[src/rtl/pcg32_stream.sv]
// PCG32 (XSH-RR) random sample generator with reseed handshake and an output FIFO.
// The generator runs a three-step seeding sequence, then pushes one sample per cycle while the FIFO has room.
module pcg32_stream #(
    parameter int          DEPTH        = 4,
    parameter logic [63:0] DEFAULT_SEED = 64'd42,
    parameter logic [63:0] DEFAULT_SEQ  = 64'd54
) (
    input  logic                         clk,
    input  logic                         rst_n,
    input  logic                         seed_valid,
    output logic                         seed_ready,
    input  logic [63:0]                  seed_state,
    input  logic [63:0]                  seed_seq,
    output logic                         out_valid,
    input  logic                         out_ready,
    output logic [31:0]                  out_data,
    output logic [$clog2(DEPTH+1)-1:0]   out_level
);

    localparam int          LW   = $clog2(DEPTH + 1);
    localparam int          PW   = $clog2(DEPTH);
    localparam logic [63:0] MULT = 64'd6364136223846793005;

    typedef enum logic [1:0] {
        ST_SEED1 = 2'd0,
        ST_SEED2 = 2'd1,
        ST_SEED3 = 2'd2,
        ST_RUN   = 2'd3
    } fsm_t;

    function automatic logic [63:0] pcg_step(input logic [63:0] s, input logic [63:0] inc);
        return (s * MULT) + inc;
    endfunction

    // Rotating the doubled word keeps r = 0 free of any shift-by-32 term.
    function automatic logic [31:0] pcg_xsh_rr(input logic [63:0] s);
        logic [31:0] x;
        logic [4:0]  r;
        x = 32'(((s >> 18) ^ s) >> 27);
        r = s[63:59];
        return 32'({x, x} >> r);
    endfunction

    fsm_t              r_fsm;
    fsm_t              w_fsm_nxt;
    logic [63:0]       r_state;
    logic [63:0]       w_state_nxt;
    logic [63:0]       r_inc;
    logic [63:0]       r_seed;
    logic [31:0]       r_mem [DEPTH];
    logic [PW-1:0]     r_wr_ptr;
    logic [PW-1:0]     r_rd_ptr;
    logic [LW-1:0]     r_count;
    logic              w_push;
    logic              w_pop;
    logic              w_full;
    logic              w_seed_acc;
    logic [31:0]       w_sample;
    logic              w_unused_seq_msb;

    assign w_unused_seq_msb = seed_seq[63];
    assign w_full           = (r_count == LW'(DEPTH));
    assign w_pop            = (r_count != {LW{1'b0}}) && out_ready;
    assign w_seed_acc       = seed_valid && (r_fsm == ST_RUN);
    assign w_sample         = pcg_xsh_rr(r_state);

    assign seed_ready = (r_fsm == ST_RUN);
    assign out_valid  = (r_count != {LW{1'b0}});
    assign out_level  = r_count;
    assign out_data   = (r_count != {LW{1'b0}}) ? r_mem[r_rd_ptr] : 32'd0;

    // Next-state logic for the seeding sequence and the generator state.
    always_comb begin
        w_fsm_nxt   = r_fsm;
        w_state_nxt = r_state;
        w_push      = 1'b0;
        if (w_seed_acc) begin
            w_fsm_nxt   = ST_SEED1;
            w_state_nxt = 64'd0;
        end else begin
            case (r_fsm)
                ST_SEED1: begin
                    w_state_nxt = pcg_step(r_state, r_inc);
                    w_fsm_nxt   = ST_SEED2;
                end
                ST_SEED2: begin
                    w_state_nxt = r_state + r_seed;
                    w_fsm_nxt   = ST_SEED3;
                end
                ST_SEED3: begin
                    w_state_nxt = pcg_step(r_state, r_inc);
                    w_fsm_nxt   = ST_RUN;
                end
                ST_RUN: begin
                    if (!w_full) begin
                        w_push      = 1'b1;
                        w_state_nxt = pcg_step(r_state, r_inc);
                    end else begin
                        w_state_nxt = r_state;
                    end
                end
                default: begin
                    w_fsm_nxt   = ST_SEED1;
                    w_state_nxt = 64'd0;
                end
            endcase
        end
    end

    // Generator registers: FSM, LCG state, increment and pending seed.
    always_ff @(posedge clk or negedge rst_n) begin
        if (!rst_n) begin
            r_fsm   <= ST_SEED1;
            r_state <= 64'd0;
            r_inc   <= {DEFAULT_SEQ[62:0], 1'b1};
            r_seed  <= DEFAULT_SEED;
        end else begin
            r_fsm   <= w_fsm_nxt;
            r_state <= w_state_nxt;
            if (w_seed_acc) begin
                r_inc  <= {seed_seq[62:0], 1'b1};
                r_seed <= seed_state;
            end
        end
    end

    // FIFO pointers and occupancy; an accepted reseed flushes everything.
    always_ff @(posedge clk or negedge rst_n) begin
        if (!rst_n) begin
            r_wr_ptr <= {PW{1'b0}};
            r_rd_ptr <= {PW{1'b0}};
            r_count  <= {LW{1'b0}};
        end else if (w_seed_acc) begin
            r_wr_ptr <= {PW{1'b0}};
            r_rd_ptr <= {PW{1'b0}};
            r_count  <= {LW{1'b0}};
        end else begin
            if (w_push) begin
                r_wr_ptr <= r_wr_ptr + PW'(1);
            end
            if (w_pop) begin
                r_rd_ptr <= r_rd_ptr + PW'(1);
            end
            case ({w_push, w_pop})
                2'b10:   r_count <= r_count + LW'(1);
                2'b01:   r_count <= r_count - LW'(1);
                default: r_count <= r_count;
            endcase
        end
    end

    // Sample storage; the head is masked to zero whenever the FIFO is empty.
    always_ff @(posedge clk) begin
        if (w_push) begin
            r_mem[r_wr_ptr] <= w_sample;
        end
    end

endmodule
[config.mk]
export PLATFORM = sky130hd
export DESIGN_NAME = pcg32_stream
export DESIGN_NICKNAME = d
export VERILOG_FILES = /design/src/rtl/pcg32_stream.sv
export SDC_FILE = /design/constraint.sdc
export NUM_CORES = 2
export LEC_CHECK = 0
export ABC_AREA = 1
export CAP_MARGIN = 40
export CORE_MARGIN = 2
export CORE_UTILIZATION = 55
export CTS_BUF_LIST = sky130_fd_sc_hd__clkbuf_4
export DETAILED_ROUTE_END_ITERATION = 6
export HOLD_SLACK_MARGIN = 0.15
export MAX_ROUTING_LAYER = met4
export PLACE_DENSITY = 0.84
export SLEW_MARGIN = 40
export SYNTH_ARGS = -nofsm -noshare
export SYNTH_HDL_FRONTEND = slang
export SYNTH_SLANG_ARGS = --single-unit
[constraint.sdc]
create_clock -name clk -period 9.9 [get_ports clk]
set_clock_uncertainty 0.1 [all_clocks]
set_input_delay 0.99 -clock clk [delete_from_list [all_inputs] [get_ports clk]]
set_output_delay 0.99 -clock clk [all_outputs]
set_load 0.02 [all_outputs]
Word-level counts from Yosys, hierarchy flattened --
Memory sizes are Yosys's and may differ from the RTL's. Cells that the tools add are included.
Storage, ports and cells: flip-flop bits (word level) 200, RAM bits 128, input bits 132, output and inout bits 37, word-level logic and storage cells 50, memories kept 1
Operators by class: $add $sub $neg 6, multipliers 1, eq/ne operators 7, shift operators 1, muxes and demuxes 17, bitwise logic cells 1, reductions and logical operators 9
Memory list:
- r_mem | words 4, width 32, read ports 1, clocked after Yosys merged registers in 0, wr ports 1, RTL line 50 | logic [31:0] r_mem [DEPTH];
Operators with widths (count):
- $pmux W64 S3 | 1
- $add A64 B64 Y64 | 2
- $mux W64 | 2
- $mul A64 B63 Y64 const B | 1
- $shr A64 B5 Y32 | 1
- $xor A46 B59 Y59 | 1
- $mux W32 | 1
- $mux W2 | 5
- $eq A2 B2 Y1 const B | 3
- $pmux W2 S3 | 1
- $pmux W3 S2 | 1
- $reduce_bool A3 Y1 | 2
- $mux W1 | 5
- $add A2 B1 Y2 const B | 2
- $eq A2 B1 Y1 const B | 2
- $reduce_bool A2 Y1 | 2
- $reduce_bool A4 Y1 | 1
- $add A3 B1 Y3 const B | 1
- $eq A3 B3 Y1 const B | 1
- $mux W3 | 1
- $ne A3 B2 Y1 const B | 1
- $sub A3 B1 Y3 const B | 1
- $logic_and A1 B1 Y1 | 2
- $logic_not A2 Y1 | 1
- $reduce_or A2 Y1 | 1

Logic depth before layout (Yosys ltp) --
depth in word-level cells 7, depth in mapped cells 35

Worst setup path before layout --
Ideal clock, no wire load.
kind register -> register, start point register r_state[18], end point register r_state[51], library setup time 0.117 ns, data arrival time 7.313 ns, data required time 9.683 ns, path slack 2.369 ns, cell stages (with the launch flop) 31, path buffers 0, clock period less this slack 7.531 ns, cells stage by stage dfrtp_1 fa_1 fa_1 inv_1 fa_1 inv_1 fa_1 fa_1 inv_1 fa_1 inv_1 fa_1 inv_1 fa_1 inv_1 fa_1 inv_1 fa_1 inv_1 ha_1 a21oi_1 o21ai_0 a21oi_1 nor2_1 nor2_1 nand3_2 a21oi_2 xor2_1 nand2_1 nand3_1 nand2_1
On the way: cells in the longest elaborated chain, start to end 5
Ends and longest elaborated chain:
- start, declared | RTL line 46 | logic [63:0] r_state;
- start signal, assigned | RTL line 119 | r_state <= w_state_nxt;
- $mul A64 B63 Y64 | RTL line 32 | return (s * MULT) + inc;
- $add A64 B64 Y64 | RTL line 32
- $mux W64 | RTL line 95 | if (!w_full) begin
- $pmux W64 S3 * | RTL line 81 | case (r_fsm)
- $mux W64 * | RTL line 77 | if (w_seed_acc) begin
Mark *: on every way between the ends. The rest lies on a longest branch, timed or not. The select of a mux whose other input is x is not followed. A chain may end at the register's enable or synchronous reset.

Worst setup path after layout --
start point register r_state[34], end point register r_state[61]
Same word-level chain as after synthesis.

==> impl_metrics.toml <==
[status]
status = "finished clean"

[synthesis]
synth.cell_area_um2 = 56100
synth_edf_count = 128
seq_area_frac_synth_pct = 15.8
synth_top_cells_by_area = "fa_1, ha_1, inv_1, dfrtp_1, nand2_1"
async_flop_share_pct = 61.0
syn-num-nets = 8209
synth_cell_types = 62
yosysMostFrequentCell = "inv_1"
synth_warnings = 0
synth_top_area_share_pct = 34.3
syn_area_per_cell_um2 = 8.72
synth_top_cell_by_area = "fa_1"
synth-seq-cells = 328
synth_ff_type = "dfrtp_1"
syn_inst = 6433
yosys-top-cells-count = "inv_1, nand2_1, fa_1"

[sta]
relSlewSlack_pct = 37.9
hold_violations = 0
period_share_pct = 97.9
rsz0062_at_grt = "no"
finalSetupTns_ns = 0
finalSetupViolCount = 0
fmax_ghz = 0.103
worstMarginPinSlew_ns = 0.931
period_needed_ns = 9.69
drv_slew = 0

[floorplanning]
die-area_um2 = 105000
io-pin-count = 169
row_count = 117
fp.dieW_um = 323
initial_core_util_pct = 55.3
die_h_um = 323
fp.coreArea_um2 = 101000

[global_route]
grt_antenna_before_repair = 5
grt_usage_pct = 42.5
grt_pass1_vias = 46581
grt_first_pass_wirelength_um = 306000
grt_max_degree = 148
overflow = 0

[clocking]
cts_made_buffers = 80
numClockSinks = 328
clock_latency_ns = 0.96
cts_tree = "yes"
cts_root_buffer = "clkbuf_4"
cts_max_level = 3
path_clk_slew_ns = 0.06
clock_path_buffers = 3
postCtsResizedCells = 0

[routing]
drt-total-wl_um = 210000
wire_per_inst_um = 25.8
drt_iter0_drc = 4945
vias = 45846
ant_nets = 0
via_per_inst = 5.63
drt-pass1-iter-count = 7
drc = 0

[place]
portBuffers = 167
globalplace.congestion = 1.10
hpwl_um = 182000

[cells_and_area]
fillers = 8884
fin_nets = 8484
ff_latch_area_um2 = 8870
syn_to_final_growth_pct = 9.11
multi_input_area_um2 = 40600
layout-drive-gt1-share_pct = 5.74

[hold_path]
hold-path-cell-count = 2
whs_endpoint = "r_seed[3]$_DFFE_PN1P_"
hp-class = "reg2reg"
min_from = "r_seed[3]$_DFFE_PN1P_"

[job]
drv_cap = 0

[critical_path]
critPathLaunchType = "flip-flop"
reg2reg_from = "r_state[34]$_DFFE_PN0P_"
rrSetupSlack_ns = 0.21
cpMostUsedCell = "fa_1"
worst_ep_arrival_time_ns = 10.28
max_stage_delay_ns = 0.84
slowest_stage = "dfrtp_1"
path_max_fanout = 7
crit_path_end_kind = "flip-flop"
crit_type = "reg2reg"
worstReg2RegEnd = "r_state[61]$_DFFE_PN0P_"
reg2reg_depth = 28
critical_path_required_ns = 10.49
kinds of logic (layout without fill, tap and decap cells):
logic type      Yosys count  count (layout)  synth area share, %
compound gates          798             798                 8.03
xor+xnor                 82              82                 1.28
fa+ha+maj              1644            1644                 49.6
buf+inv                1774            2104                 11.9
flops                   328             328                 15.8
mux                      25              25                0.448
other cells               0               9                    0
simple gates           1782            1782                 13.0
layer usage:
metal,up-vias,global-route usage (%),share of wire (%),routed length [µm]
li1,20292,-,-,-
met4,0,23.6,7.1,14900
met2,2469,60.0,42,88000
met5,-,-,0,0
met1,22562,57.1,41,86000
met3,523,8.95,10,21400
worst max-delay path, delay by kind of cell, from the launching register on:
kind,cells,cell delay (ns)
adder cells (fa/ha/maj),11,5.42
flip-flops,1,0.84
AND/OR/NAND/NOR,8,1.97
AO/OA/AOI/OAI,1,0.14
buffers and inverters,8,0.93
sequential cells by signal, summed over array words and instances, names as in the netlist:
register and cells:
r_rd_ptr 2, r_wr_ptr 2, r_seed 64, out_level 3, r_inc 63, r_fsm 2, r_state 64, r_mem 128
area by class of cell:
cell class | instances | share of cell area [%]
Clock buffer | 119 | 1.46
Clock inverter | 18 | 0.215
Tap cell | 1368 | 2.80
Timing Repair Buffer | 302 | 4.50
Sequential cell | 328 | 14.5
Antenna cell | 9 | 0.0368
Multi-Input combinational cell | 4331 | 66.3
Inverter | 1665 | 10.2
worst max path at each step:
stage,from,endpoint,slack (ns),cells after the start
after floorplan,r_state[18]$_DFFE_PN0P_,r_state[51]$_DFFE_PN0P_,2.37,30
after global placement,r_state[37]$_DFFE_PN0P_,r_state[61]$_DFFE_PN0P_,0.83,27
after detailed placement,r_state[34]$_DFFE_PN0P_,r_state[61]$_DFFE_PN0P_,0.65,28
after CTS,r_state[34]$_DFFE_PN0P_,r_state[61]$_DFFE_PN0P_,0.54,28
after global routing,r_state[21]$_DFFE_PN0P_,r_state[61]$_DFFE_PN0P_,0.22,29
final,r_state[34]$_DFFE_PN0P_,r_state[61]$_DFFE_PN0P_,0.21,28
layout by cell type, fill, tap and decap left out, types with 119 or more instances in the layout:
cell / count
inv_1: 1643
nand2_1: 1041
fa_1: 962
ha_1: 681
nor2_1: 420
o21ai_0: 388
a21oi_1: 234
nand3_1: 197
dfrtp_1: 185
clkdlybuf4s50_1: 166
buf_4: 128
edfxtp_1: 128
clkbuf_4: 119
repair_timing:
item | 4_1_cts | 5_1_grt
buffers inserted | 0 | 0
hold endpoints to repair | 69 | 0
hold buffers | 1 | 0
per-stage QoR:
stage                     hold slack, ns  cell area, µm²  std cells  setup slack, ns  utilization, %
after floorplan                    0.350           56100       6433             2.37               -
final                              0.373           61200       8140            0.207            60.3
after global placement             0.360           60100       7991            0.827            59.2
after detailed placement           0.364           60100       7993            0.650            59.3
after global routing               0.400           61200       8137            0.220            60.3
after CTS                          0.376           61200       8131            0.543            60.3
Power is left out: the tool's default activity adds up to more than one toggle a clock period on the data nets, which glitch-free logic cannot reach.
